**config.mk**
```make
export PLATFORM = sky130hd
export DESIGN_NAME = mm_bus_arbiter
export DESIGN_NICKNAME = d
export VERILOG_FILES = /design/src/rtl/mm_arb_pkg.sv /design/src/rtl/rr_arb2.sv /design/src/rtl/mm_bus_arbiter.sv
export SDC_FILE = /design/constraint.sdc
export NUM_CORES = 1
export LEC_CHECK = 0
export CAP_MARGIN = 20
export CORE_ASPECT_RATIO = 1.2
export CORE_MARGIN = 2
export CORE_UTILIZATION = 36
export CTS_CLUSTER_DIAMETER = 80
export CTS_CLUSTER_SIZE = 12
export DETAILED_ROUTE_END_ITERATION = 8
export PLACE_DENSITY = 0.82
export SLEW_MARGIN = 10
export SYNTH_ARGS = -nofsm -noshare
export SYNTH_HDL_FRONTEND = slang
export SYNTH_HIERARCHICAL = 1
export SYNTH_SLANG_ARGS = --single-unit
```
**constraint.sdc**
```tcl
create_clock -name clk -period 2.45 [get_ports clk]
set_clock_uncertainty 0.1 [all_clocks]
set_input_delay 0.735 -clock clk [delete_from_list [all_inputs] [get_ports clk]]
set_output_delay 0.735 -clock clk [all_outputs]
set_load 0.005 [all_outputs]
```
**src/rtl/mm_arb_pkg.sv**
```systemverilog
// rtl/mm_arb_pkg.sv - shared types and constants for the external bus arbiter
package mm_arb_pkg;

   typedef enum logic [1:0] {
      IDLE     = 2'd0,
      CPU_XFER = 2'd1,
      DMA_XFER = 2'd2
   } arb_state_t;

   localparam int MST_CPU = 0;
   localparam int MST_DMA = 1;

   localparam logic [15:0] TIMEOUT_DATA = 16'hDEAD;
   localparam int          EXT_ADDR_MSB = 13;

   // Peripheral space is everything outside the low 8 KiB
   function automatic logic is_ext_addr(input logic [15:0] addr);
      return |addr[15:EXT_ADDR_MSB];
   endfunction

endpackage

```
**src/rtl/rr_arb2.sv**
```systemverilog
// rtl/rr_arb2.sv - two-way grant picker, fixed CPU priority or round-robin on last grant
module rr_arb2
   import mm_arb_pkg::*;
(
   input  logic       clk,
   input  logic       rst_n,
   input  logic [1:0] req,
   input  logic       prio_mode,
   input  logic       grant_en,
   output logic [1:0] gnt
);

   logic r_last_dma;

   always_comb begin
      gnt = 2'b00;
      if (grant_en) begin
         if (req[MST_CPU] && req[MST_DMA]) begin
            if (prio_mode || r_last_dma) begin
               gnt[MST_CPU] = 1'b1;
            end else begin
               gnt[MST_DMA] = 1'b1;
            end
         end else begin
            gnt = req;
         end
      end
   end

   // Reset to DMA so the first tie goes to the CPU
   always_ff @(posedge clk) begin
      if (!rst_n) begin
         r_last_dma <= 1'b1;
      end else if (|gnt) begin
         r_last_dma <= gnt[MST_DMA];
      end
   end

endmodule

```
**src/rtl/mm_bus_arbiter.sv**
```systemverilog
// rtl/mm_bus_arbiter.sv - CPU/DMA arbiter for the external peripheral bus; wait-state watchdog under MM_ARB_TIMEOUT_EN
module mm_bus_arbiter
   import mm_arb_pkg::*;
#(
   parameter int CPU_PRIO    = 0,
   parameter int TIMEOUT_CYC = 64
) (
   input  logic        clk,
   input  logic        rst_n,
   input  logic        cpu_re,
   input  logic        cpu_we,
   input  logic [15:0] cpu_addr,
   input  logic [15:0] cpu_wdata,
   output logic [15:0] cpu_rdata,
   output logic        cpu_done,
   output logic        cpu_stall,
   input  logic        dma_req,
   input  logic        dma_we,
   input  logic [15:0] dma_addr,
   input  logic [15:0] dma_wdata,
   output logic [15:0] dma_rdata,
   output logic        dma_done,
   output logic        bus_re,
   output logic        bus_we,
   output logic [15:0] bus_addr,
   output logic [15:0] bus_wdata,
   input  logic [15:0] bus_rdata,
   input  logic        bus_rdy,
   output logic        bus_err
);

   arb_state_t  r_state;
   arb_state_t  w_next;
   logic        w_cpu_req;
   logic        w_grant_en;
   logic [1:0]  w_gnt;
   logic        w_busy;
   logic        w_timeout;
   logic        w_xfer_end;
   logic [15:0] w_rd_data;
   logic        r_bus_re;
   logic        r_bus_we;
   logic [15:0] r_bus_addr;
   logic [15:0] r_bus_wdata;

   assign w_cpu_req  = cpu_re | cpu_we;
   assign w_grant_en = (r_state == IDLE);
   assign w_busy     = (r_state != IDLE);

   rr_arb2 u_rr_arb2 (
      .clk       (clk),
      .rst_n     (rst_n),
      .req       ({dma_req, w_cpu_req}),
      .prio_mode (CPU_PRIO != 0),
      .grant_en  (w_grant_en),
      .gnt       (w_gnt)
   );

`ifdef MM_ARB_TIMEOUT_EN
   logic [7:0] r_wait_cnt;

   always_ff @(posedge clk) begin
      if (!rst_n || !w_busy) begin
         r_wait_cnt <= 8'd0;
      end else if (!bus_rdy) begin
         r_wait_cnt <= r_wait_cnt + 8'd1;
      end
   end

   assign w_timeout = w_busy && !bus_rdy && (r_wait_cnt == TIMEOUT_CYC[7:0]);
`else
   // No watchdog: a limit below zero can never be reached
   assign w_timeout = (TIMEOUT_CYC < 0);
`endif

   // A reset cycle never reports completion, even if the peripheral is ready
   assign w_xfer_end = w_busy && rst_n && (bus_rdy || w_timeout);

   always_ff @(posedge clk) begin
      if (!rst_n) begin
         r_state <= IDLE;
      end else begin
         r_state <= w_next;
      end
   end

   always_comb begin
      w_next = r_state;
      case (r_state)
         IDLE: begin
            if (w_gnt[MST_CPU]) begin
               w_next = CPU_XFER;
            end else if (w_gnt[MST_DMA]) begin
               w_next = DMA_XFER;
            end
         end
         CPU_XFER, DMA_XFER: begin
            if (w_xfer_end) begin
               w_next = IDLE;
            end
         end
         default: w_next = IDLE;
      endcase
   end

   // Write wins when the CPU raises both strobes
   always_ff @(posedge clk) begin
      if (!rst_n) begin
         r_bus_re    <= 1'b0;
         r_bus_we    <= 1'b0;
         r_bus_addr  <= 16'h0000;
         r_bus_wdata <= 16'h0000;
      end else if (w_gnt[MST_CPU]) begin
         r_bus_re    <= ~cpu_we;
         r_bus_we    <= cpu_we;
         r_bus_addr  <= cpu_addr;
         r_bus_wdata <= cpu_wdata;
      end else if (w_gnt[MST_DMA]) begin
         r_bus_re    <= ~dma_we;
         r_bus_we    <= dma_we;
         r_bus_addr  <= dma_addr;
         r_bus_wdata <= dma_wdata;
      end else if (w_xfer_end) begin
         r_bus_re    <= 1'b0;
         r_bus_we    <= 1'b0;
      end
   end

   always_comb begin
      cpu_done  = 1'b0;
      dma_done  = 1'b0;
      cpu_rdata = 16'h0000;
      dma_rdata = 16'h0000;
      bus_err   = w_timeout && rst_n;
      w_rd_data = w_timeout ? TIMEOUT_DATA : (r_bus_re ? bus_rdata : 16'h0000);
      if (w_xfer_end) begin
         if (r_state == CPU_XFER) begin
            cpu_done  = 1'b1;
            cpu_rdata = w_rd_data;
         end else if (r_state == DMA_XFER) begin
            dma_done  = 1'b1;
            dma_rdata = w_rd_data;
         end
      end
   end

   assign cpu_stall = w_cpu_req & ~cpu_done;
   assign bus_re    = r_bus_re;
   assign bus_we    = r_bus_we;
   assign bus_addr  = r_bus_addr;
   assign bus_wdata = r_bus_wdata;

endmodule

```
Word level (Yosys, flattened, before mapping):

Cells that the tools add are included.

* bits in registers: 37
* input bits: 87
* output and inout bits: 70

* eq/ne operators: 4
* muxes and demuxes: 28
* bitwise logic cells: 5
* reductions and logical operators: 10

Operator list (number)
* $mux W16: 10
* $mux W1: 12
* $mux W2: 5
* $pmux W2 S2: 1
* $reduce_bool A2 Y1: 2
* $reduce_or A2 Y1: 2
* $logic_and A1 B1 Y1: 3
* $ne A3 B3 Y1 const B: 1
* $not A1 Y1: 3
* $reduce_bool A3 Y1: 1
* $eq A2 B1 Y1 const B: 1
* $eq A2 B2 Y1 const B: 1
* $logic_not A2 Y1: 1
* $ne A2 B2 Y1 const B: 1
* $reduce_and A2 Y1: 1
* $and A1 B1 Y1: 1
* $or A1 B1 Y1: 1

Longest topological paths before layout:

Gate-level depths: netlist of run 1.

* depth in word-level cells: 7
* mapped depth: 9

Hierarchy:

The synthesis of run 1 kept the hierarchy.

By module, submodules not included
* mm_bus_arbiter: instances 1, cells each 229, area each 2179.6 um^2, seq. area each 720.7 um^2
* rr_arb2: instances 1, cells each 10, area each 77.6 um^2, seq. area each 20.0 um^2

Least setup slack after synthesis of run 1:

No wires, ideal clock.

* kind: input port to flip-flop
* from: in cpu_re
* to: reg r_bus_addr[10] (netlist: bus_addr[10])
* arrival: 2.015 ns
* data required time: 2.222 ns
* setup slack: 0.207 ns
* stages on the path: 8
* path through: or2_2 o21a_1 nor2_1 buf_6 buf_6 mux2_4 mux2i_1 nor2_1

* longest elaborated chain between the ends: 5

RTL lines
* start: declaration: RTL line mm_bus_arbiter.sv:10 `input logic cpu_re,`
* $or A1 B1 Y1: RTL line mm_bus_arbiter.sv:46 `assign w_cpu_req = cpu_re | cpu_we;`
* $logic_and A1 B1 Y1: RTL line rr_arb2.sv:18 `if (req[MST_CPU] && req[MST_DMA]) begin`
* $mux W2: RTL line rr_arb2.sv:18
* $mux W2: RTL line rr_arb2.sv:17 `if (grant_en) begin`
* named net w_gnt[1]: RTL line mm_bus_arbiter.sv:36 `logic [1:0] w_gnt;`
* $reduce_bool A2 Y1 (no source line)
* end signal: assignment: RTL line mm_bus_arbiter.sv:116 `r_bus_addr <= cpu_addr;`
* end signal: assignment: RTL line mm_bus_arbiter.sv:121 `r_bus_addr <= dma_addr;`
* end: declaration: RTL line mm_bus_arbiter.sv:43 `logic [15:0] r_bus_addr;`

The timed path passes the listed nets, and every way through them passes these cells.
A chain may end at the register's enable or synchronous reset.

Worst setup path after layout of run 1:

* from: reg r_state[1]
* to: out dma_rdata[10]

* longest elaborated chain between the ends: 4

RTL lines
* start: declaration: RTL line mm_bus_arbiter.sv:32 `arb_state_t r_state;`
* start signal: assignment: RTL line mm_bus_arbiter.sv:83 `r_state <= w_next;`
* $eq A2 B2 Y1 / $reduce_bool A2 Y1 (equally long branches): RTL line mm_bus_arbiter.sv:140, mm_bus_arbiter.sv:48
* $mux W16 / $logic_and A1 B1 Y1 (equally long branches): RTL line mm_bus_arbiter.sv:140, mm_bus_arbiter.sv:77
* $mux W16 / $logic_and A1 B1 Y1 (equally long branches): RTL line mm_bus_arbiter.sv:137, mm_bus_arbiter.sv:77
* $mux W16 (*): RTL line mm_bus_arbiter.sv:136 `if (w_xfer_end) begin`
* end: declaration: RTL line mm_bus_arbiter.sv:21 `output logic [15:0] dma_rdata,`

Every way passes the cells marked *; elsewhere a longest branch is shown, timed or not.

==> flow_summary.toml, run 1 <==
[run_status]
status = "finished with violations"
violations = "negative setup slack"

[route]
route.detailed.drc = 0
drtAntennaViolNets = 0
vias = 2474
wirelength_mm = 8.17
first_pass_iters = 4
post_drt_wl_per_cell_um = 16.0
drtIter0Drc = 89
vias_per_cell = 4.84

[critical_path]
critPathLaunchType = "flip-flop"
critPathMaxStageDelay_ps = 350
critPathKind = "reg2out"
worst_path_max_delay_cell = "dfxtp_2"
worstPathArrival_ps = 1720
crit_fanout = 6
end_kind = "primary output"
cp_cell_sequence = "inv_2 > ha_4 > and3b_2 > buf_12 > nand3b_4 > buf_6 > nor2_4 > buf_2"
cp_data_required_time_ps = 1620

[global_route]
gr-total-overflow = 0
grt_pass1_wl_mm = 12.3
grt_use_total_pct = 21.9
grt_pass1_vias = 2553
antenna_found_initial = 0
grt_max_degree = 20

[yosys]
syn_area_per_cell_um2 = 9.44
yosysTopAreaCell = "dfxtp_1"
netlist_instances = 239
netlist_area_um2 = 2260
synthArstFlopShare_pct = 0
dominantRegCellSynth = "dfxtp_1"
ys_warn_count = 6
seq_area_frac_synth_pct = 32.8
yosysTopAreaCellShare_pct = 32.8
synth_area_leaders = "dfxtp_1, mux2_4, mux2i_1"
yosysUniqueCellTypes = 34
synth_edf_count = 0
ys_seq_elements = 37

[finish]
final_common_cell = "clkdlybuf4s50_1"
final_core_util_pct = 73.4
final_cell_mix = "clkdlybuf4s50_1, nor2_1, dfxtp_1"
drive_gt1_share_pct = 37.3
diodes = 0
syn_to_final_growth_pct = 96.7
fillCellCount = 424
nets = 520

[placed_design]
dpl.hpwl_mm = 5.35
gp_congestion = 0.692
port_buffers = 155
preCtsSetupSlack_ps = -858

[power_and_ir_drop]
ir_drop_uv = 491
p_leak_uw = 0.00196
p_per_area_nw_per_um2 = 706

[worst_hold_path]
min_path_type = "reg2reg"

[clock_tree]
htree_levels = 2
cts_tree = "built"
cts_root_buf = "clkbuf_8"
clk_latency_ps = 280
cts.sinks = 37
cts_hold_buf = 0
clk_pin_slew_ps = 70
cts_max_path_buffers = 2
numCtsBuffers = 5

[run]
timing.max_cap.violations = 0

[timing]
slew_violations = 0
fin_crit_ps = 2560
whs_ps = 491
max_freq_mhz = 391
rsz0062_at_grt = "true"
timing.final.ws_setup_ps = -106
setup_violations = 26
finalHoldViolCount = 0
fin_crit_sh_pct = 104
finalSetupTns_ps = -1350

[die]
fp.dieW_um = 76.3
die_area_um2 = 6920
fp-row-count = 31
core_um2 = 6050
ios = 157
initial_core_util_pct = 37.3
dieHeight_um = 90.7
-- routing by layer --
layer  track usage (%)  up-vias  wire length [µm]
li1                  -     1176                 -
met1              21.5     1149              2980
met2              43.4      130              4360
met3              7.00       19               645
met4              5.45        0               180
met5                 0        -                 0
-- cell type report --
| class | count | area [µm²] | share of cell area, % |
|---|---|---|---|
| clock buffers | 6 | 72.6 | 1.63 |
| multi-input cells | 187 | 1660 | 37.4 |
| repair buffers | 193 | 1830 | 41.3 |
| clock inverters | 1 | 8.76 | 0.197 |
| well taps | 82 | 103 | 2.31 |
| flip-flops and latches | 37 | 743 | 16.7 |
| inverters | 5 | 18.8 | 0.423 |
-- cell usage after synthesis (2+ instances only) --
cell type,count
nor2_1,66
dfxtp_1,37
mux2i_1,32
mux2_4,26
nand2_1,20
buf_4,6
mux2_2,6
buf_6,4
clkbuf_1,4
ha_1,4
inv_1,4
a21oi_1,3
a211oi_1,2
and2_1,2
buf_12,2
o21a_1,2
o21ai_0,2
-- worst paths after layout --
path                   start  slack (ps)  cells after the start             to
setup / recovery  r_state[1]        -110                      8  dma_rdata[10]
hold / removal        bus_re         490                      2         bus_re
setup reg to reg  r_state[1]         390                     11     r_state[0]
hold reg to reg       bus_re         490                      2         bus_re
-- repair_timing --
| action | in CTS | in global routing |
|---|---|---|
| gates resized for setup | 187 | 43 |
| gates cloned | 4 | 2 |
| endpoints found under the setup margin | 67 | 66 |
| pin swaps | 28 | 13 |
| buffers inserted | 14 | 3 |
-- registers in the layout (all words and copies together), names as in the netlist --
name	count
bus_wdata	16
bus_re	1
r_state	2
bus_we	1
u_rr_arb2/r_last_dma	1
bus_addr	16
-- worst max-delay path, delay by kind of cell (launching register included) --
family / cells / cell delay [ps]
DFF: 1 / 350
buffers and inverters: 4 / 460
adders and majority gates: 1 / 150
and+or+nand+nor: 3 / 480
-- through the flow --
step,area (µm²),instances,total power (µW)
2_1_floorplan,2270,242,1800
3_3_place_gp,3970,481,2390
3_5_place_dp,3970,481,2430
4_1_cts,4210,506,3030
5_1_grt,4440,511,3310
6_report,4440,511,3130
-- power by group --
group	total, µW	switching, µW	leakage (µW)	internal [µW]
logic	1890	779	0.00161	1110
clock network	418	221	0.0000412	197
registers	825	78.3	0.000307	747
-- cells by family (layout without fill, tap and decap cells) --
group	count (synthesis)	after routing	synth area share, %
mux	65	65	35.0
flops	37	37	32.8
other cells	1	4	0.166
compound gates	11	11	3.10
fa+ha+maj	4	4	2.22
simple gates	99	103	19.2
buf+inv	22	205	7.48
No activity file was read; power rests on OpenSTA's default activity.
==> inputs of run 2 (changes only) <==
--- a/config.mk
+++ b/config.mk
@@ -5,10 +5,11 @@
 export SDC_FILE = /design/constraint.sdc
 export NUM_CORES = 1
 export LEC_CHECK = 0
+export ABC_AREA = 1
 export CAP_MARGIN = 20
 export CORE_ASPECT_RATIO = 1.2
 export CORE_MARGIN = 2
-export CORE_UTILIZATION = 36
+export CORE_UTILIZATION = 37
 export CTS_CLUSTER_DIAMETER = 80
 export CTS_CLUSTER_SIZE = 12
 export DETAILED_ROUTE_END_ITERATION = 8
@@ -16,5 +17,4 @@
 export SLEW_MARGIN = 10
 export SYNTH_ARGS = -nofsm -noshare
 export SYNTH_HDL_FRONTEND = slang
-export SYNTH_HIERARCHICAL = 1
 export SYNTH_SLANG_ARGS = --single-unit
==> run 2 against run 1 <==
  * Synthesized cell count increased by 63%
  * Critical path depth decreased by 4
  * First-iteration DRC count increased by 72%
  * Largest cell class unchanged
  * Cell count increased by 27%
  * Wire length increased by 6.5%
  * Critical endpoint is now cpu_rdata[1]
  * Worst setup slack got worse by 12 ps
  * Combinational power increased by 8%
  * The flow still finishes with violations (negative setup slack)
  * Hold slack got worse by 110 ps
==> flow_summary.toml, run 2 <==
[yosys]
synthArstFlopShare_pct = 0
synth_edf_count = 0
seq_area_frac_synth_pct = 30.8
netlist_area_um2 = 2410
yosysTopAreaCellShare_pct = 30.8
ys_top_cells_by_count = "inv_1, nand3_1, nand2_1"
yosysTopAreaCell = "dfxtp_1"
synth_nets = 480
yosysMostFrequentCell = "inv_1"
netlist_instances = 390
dominantRegCellSynth = "dfxtp_1"
ys_seq_elements = 37
yosysUniqueCellTypes = 23
ys_warn_count = 0
synth_area_leaders = "dfxtp_1, nand3_1, inv_1"
syn_area_per_cell_um2 = 6.17

[route]
drtIter0Drc = 153
first_pass_iters = 4
drtAntennaViolNets = 0
vias_per_cell = 4.96
route.detailed.drc = 0
wirelength_mm = 8.69
vias = 3211
post_drt_wl_per_cell_um = 13.4

[die]
initial_core_util_pct = 37.8
die_area_um2 = 7170
dieHeight_um = 92.3
ios = 157
core_um2 = 6370
fp.dieW_um = 77.6
fp-row-count = 32

[finish]
final_common_cell = "clkdlybuf4s50_1"
drive_gt1_share_pct = 22.2
nets = 652
syn_to_final_growth_pct = 84.3
final_cell_mix = "clkdlybuf4s50_1, inv_1, nand3_1"
diodes = 0

[critical_path]
end_kind = "primary output"
critPathKind = "in2out"
cp_data_required_time_ps = 1620
crit_fanout = 2
worstPathArrival_ps = 1730
critPathLaunchType = "input pin"

[global_route]
grt_pass1_vias = 3042
grt_pass1_wl_mm = 13.8
grt_use_total_pct = 23.3
gr-total-overflow = 0
antenna_found_initial = 0
grt_max_degree = 38

[placed_design]
dpl.hpwl_mm = 5.89
port_buffers = 155
gp_congestion = 0.780

[worst_hold_path]
min_path_type = "reg2reg"

[timing]
fin_crit_ps = 2570
finalSetupTns_ps = -512
finalHoldViolCount = 0
whs_ps = 385
max_freq_mhz = 390
rsz0062_at_grt = "true"
slew_violations = 0
fin_crit_sh_pct = 105
timing.final.ws_setup_ps = -117
setup_violations = 11

[clock_tree]
clk_pin_slew_ps = 80
cts_tree = "built"
cts_root_buf = "clkbuf_8"
clk_latency_ps = 280
cts_max_path_buffers = 2
numCtsBuffers = 5
cts.sinks = 37
htree_levels = 2

[power_and_ir_drop]
p_leak_uw = 0.00208
finalPower_uw = 3400
ir_drop_uv = 381
p_per_area_nw_per_um2 = 768

[run_status]
status = "finished with violations"
violations = "negative setup slack"

[run]
timing.max_cap.violations = 0
==> run 2: area by class of cell <==
cell class / count / area, µm²
Timing Repair Buffer: 194 / 1800
Sequential cell: 37 / 743
Multi-Input combinational cell: 246 / 1380
Fill cell: 541 / 1930
Clock buffer: 6 / 82.6
Tap cell: 85 / 106
Inverter: 77 / 299
Timing Repair inverter: 1 / 6.26
Clock inverter: 2 / 13.8
==> run 2: worst paths after layout <==
path | endpoint | startpoint | cells after the start | slack (ps)
worst max-delay path | cpu_rdata[1] | bus_rdata[1] | 4 | -120
worst max register to register | bus_wdata[10] | r_state[0] | 10 | 560
worst min register to register | bus_addr[4] | bus_addr[4] | 2 | 390
worst min-delay path | bus_addr[4] | bus_addr[4] | 2 | 390
==> run 2: what timing repair did <==
| action | CTS | global route |
|---|---|---|
| endpoints found under the hold margin | 0 | 0 |
| setup endpoints to repair | 35 | 33 |
| gates resized for setup | 163 | 30 |
| setup buffers | 18 | 1 |
| hold buffers | 0 | 0 |
| pin swaps | 11 | 9 |
| cloned | 2 | 0 |
==> run 2: per-layer routing <==
metal | part of all wire [%] | global-route usage [%] | wire length [µm] | up-vias
li1 | - | - | - | 1588
met1 | 36 | 22.7 | 3100 | 1464
met2 | 53 | 47.8 | 4650 | 144
met3 | 8.6 | 6.34 | 746 | 15
met4 | 2.3 | 4.46 | 204 | 0
met5 | 0 | 0 | 0 | -
==> run 2: stage by stage <==
| step | std cells | area, µm² | utilization (%) | setup WS, ps |
|---|---|---|---|---|
| global route | 648 | 4430 | 69.7 | -156 |
| finish | 648 | 4430 | 69.7 | -117 |
| floorplan | 390 | 2410 | - | 236 |
| detailed placement | 619 | 4130 | 64.9 | -759 |
| global placement | 619 | 4130 | 64.9 | -692 |
| CTS | 647 | 4340 | 68.2 | -125 |
==> run 2: power by group <==
group	switching, µW	total (µW)	leakage, µW	internal (µW)
Sequential	109	919	0.000307	810
Combinational	1020	2040	0.00173	1020
Clock	217	445	0.0000512	228
==> run 2: kinds of logic (layout without fill, tap and decap cells) <==
group	after synthesis	count (layout)	share of synthesized area (%)
AND/OR/NAND/NOR	204	205	41.2
buffers and inverters	108	280	18.5
AO/OA/AOI/OAI	37	37	7.80
flip-flops	37	37	30.8
adder cells (fa/ha/maj)	3	3	1.56
other	1	1	0.156
==> run 2: worst max-delay path, stage by stage <==
cell and delay (ps):
clkdlybuf4s50_1 460, nand2_1 120, nor2_1 150, dlygate4sd2_1 270
==> variant, RTL diff (config.mk and constraints of run 2) <==
The option `MM_ARB_TIMEOUT_EN` is turned on by a define.
--- a/src/rtl/mm_bus_arbiter.sv
+++ b/src/rtl/mm_bus_arbiter.sv
@@ -1,4 +1,6 @@
 // rtl/mm_bus_arbiter.sv - CPU/DMA arbiter for the external peripheral bus; wait-state watchdog under MM_ARB_TIMEOUT_EN
+`define MM_ARB_TIMEOUT_EN
+
 module mm_bus_arbiter
    import mm_arb_pkg::*;
 #(
Function: same outputs for any inputs over 10 cycles, from zero or initial values and one cycle with rst_n low; that may be too few to reach the edited logic, so the function may still have changed.
==> variant against run 2 <==
  * The flow still finishes with violations (setup timing)
  * Sequential cell count rose by 8
  * Maximum frequency fell by 10%
  * Register-to-register slack got worse by 0.07 ns
  * Worst hold slack improved by 0.016 ns
  * Critical endpoint is now cpu_rdata[13]
  * Design area rose by 6.7%
  * Synthesized area fell by 1.0%
  * Synthesized cell count fell by 13%
  * Power rose by 2.2%
  * Wire length rose by 4.3%
  * Worst setup slack got worse by 0.29 ns
  * Via count fell by 3.3%
  * Sequential power rose by 20%
  * Combinational power fell by 6%
==> variant: results (changes against run 2) <==
| Metric | Value |
|---|---|
| Crit Path Max Fanout | `6 (was 2)` |
| Final Non-Filler Cells | `627 (was 648)` |
| Initial DRC Count | `92 (was 153)` |
| Critical Path Sink | `cpu_rdata[13] (was cpu_rdata[1])` |
| Worst-path clk slew | `0.08 ns (about the same)` |
| Met2 usage | `45.7% (was 47.8%)` |
| Setup TNS | `-11.85 ns (was -0.512 ns)` |
| Layout cell share with drive strength beyond 1 | `30.6% (was 22.2%)` |
| Leading post-synthesis cells by cell area | `dfxtp_1, nand2_1, a31oi_1 (was dfxtp_1, nand3_1, inv_1)` |
| R2R cell count | `8 (was 10)` |
| Delay-heaviest family, CP | `simple AND/OR/NAND/NOR gates (was buffers and inverters)` |
| Adder-cell share of the synthesized area | `2.63% (was 1.56%)` |
| Post-Route M1 WL | `3360 um (was 3100 um)` |
| Capturing point of the worst reg2reg path | `bus_wdata[14]$_SDFFE_PN0P_ (was bus_wdata[10]$_SDFFE_PN0P_)` |
| Smallest setup slack after layout | `-0.410 ns (was -0.117 ns)` |
| Metal3 WL | `863 um (was 746 um)` |
| DR vias/cell | `4.95 (was 4.96)` |
| Pre-CTS setup slack | `-1.18 ns (was -0.759 ns)` |
| Port bufs | `156 (was 155)` |
| Worst R2R Setup Slack | `0.49 ns (was 0.56 ns)` |
| Placed cell area | `0.00429 mm^2 (was 0.00413 mm^2)` |
| Routed wl met2 | `4560 um (was 4650 um)` |
| Total global-route track usage | `24.8% (was 23.3%)` |
| First-pass GRT wire length | `14,400 um (was 13,800 um)` |
| Synthesized Nets | `432 (was 480)` |
| Setup violators final | `36 (was 11)` |
| Hpwl dp | `6000 um (was 5890 um)` |
| Hold Path Origin | `r_wait_cnt[1]$_SDFFE_PP0N_ (was bus_addr[4]$_SDFFE_PN0P_)` |
| Distinct cells, synth | `30 (was 23)` |
| Post-CTS Resized | `184 (was 163)` |
| Drt total wl | `9070 um (was 8690 um)` |
| Post-synthesis sequential area ratio | `37.8% (was 30.8%)` |
| Pleak | `1.90 nW (was 2.08 nW)` |
| Hold endpoint | `r_wait_cnt[1]$_SDFFE_PP0N_ (was bus_addr[4]$_SDFFE_PN0P_)` |
| Post-synthesis compound-gate area fraction | `21.3% (was 7.80%)` |
| Min Hold Slack | `0.402 ns (was 0.385 ns)` |
| Vias in the first global route | `3,173 (was 3,042)` |
| Failing checks | `setup timing (unchanged)` |
| CP peak stage delay | `0.17 ns (was 0.46 ns)` |
| Global routing met3 resource utilization | `8.76% (was 6.34%)` |
| Inst Count DP | `596 (was 619)` |
| Setup Buffers After CTS | `20 (was 18)` |
| Syn Inst Count | `340 (was 390)` |
| Outcome | `finished, violations left (unchanged)` |
| Maximum VDD drop | `627 uV (was 381 uV)` |
| Met1 usage | `26.6% (was 22.7%)` |
| Commonest cells in the netlist | `nand2_1, dfxtp_1, nor2_1 (was inv_1, nand3_1, nand2_1)` |
| CP arrival | `2.03 ns (was 1.73 ns)` |
| CP max stage cell | `nor2_4 (was clkdlybuf4s50_1)` |
| GPL Wtd Cong | `0.803 (was 0.780)` |
| Largest net degree at the start of global routing | `43 (was 38)` |
variant: cell count changes after synthesis, moves of 8 or more:
cell	delta
a21oi_1	-14
clkbuf_1	-8
a31oi_1	+34
nand2_1	+31
nand4_1	-31
inv_1	-53
o21ai_0	+15
dfxtp_1	+8
nand3_1	-61
o21ai_1	+19
variant: area by class of cell:
type	count	area, um^2
tap	85	106
multi-input combinational	252	1550
fill	456	1590
inverter	23	104
timing repair inverter	1	11.3
timing repair buffer	214	1970
sequential	45	903
clock buffer	7	86.3
variant: where the power goes:
group | total (mW) | internal [mW] | switching [mW] | leakage, nW
Sequential | 1.10 | 0.976 | 0.122 | 0.373
Clock | 0.466 | 0.224 | 0.242 | 0.0443
Combinational | 1.91 | 0.957 | 0.957 | 1.48
Total | 3.48 | 2.16 | 1.32 | 1.90
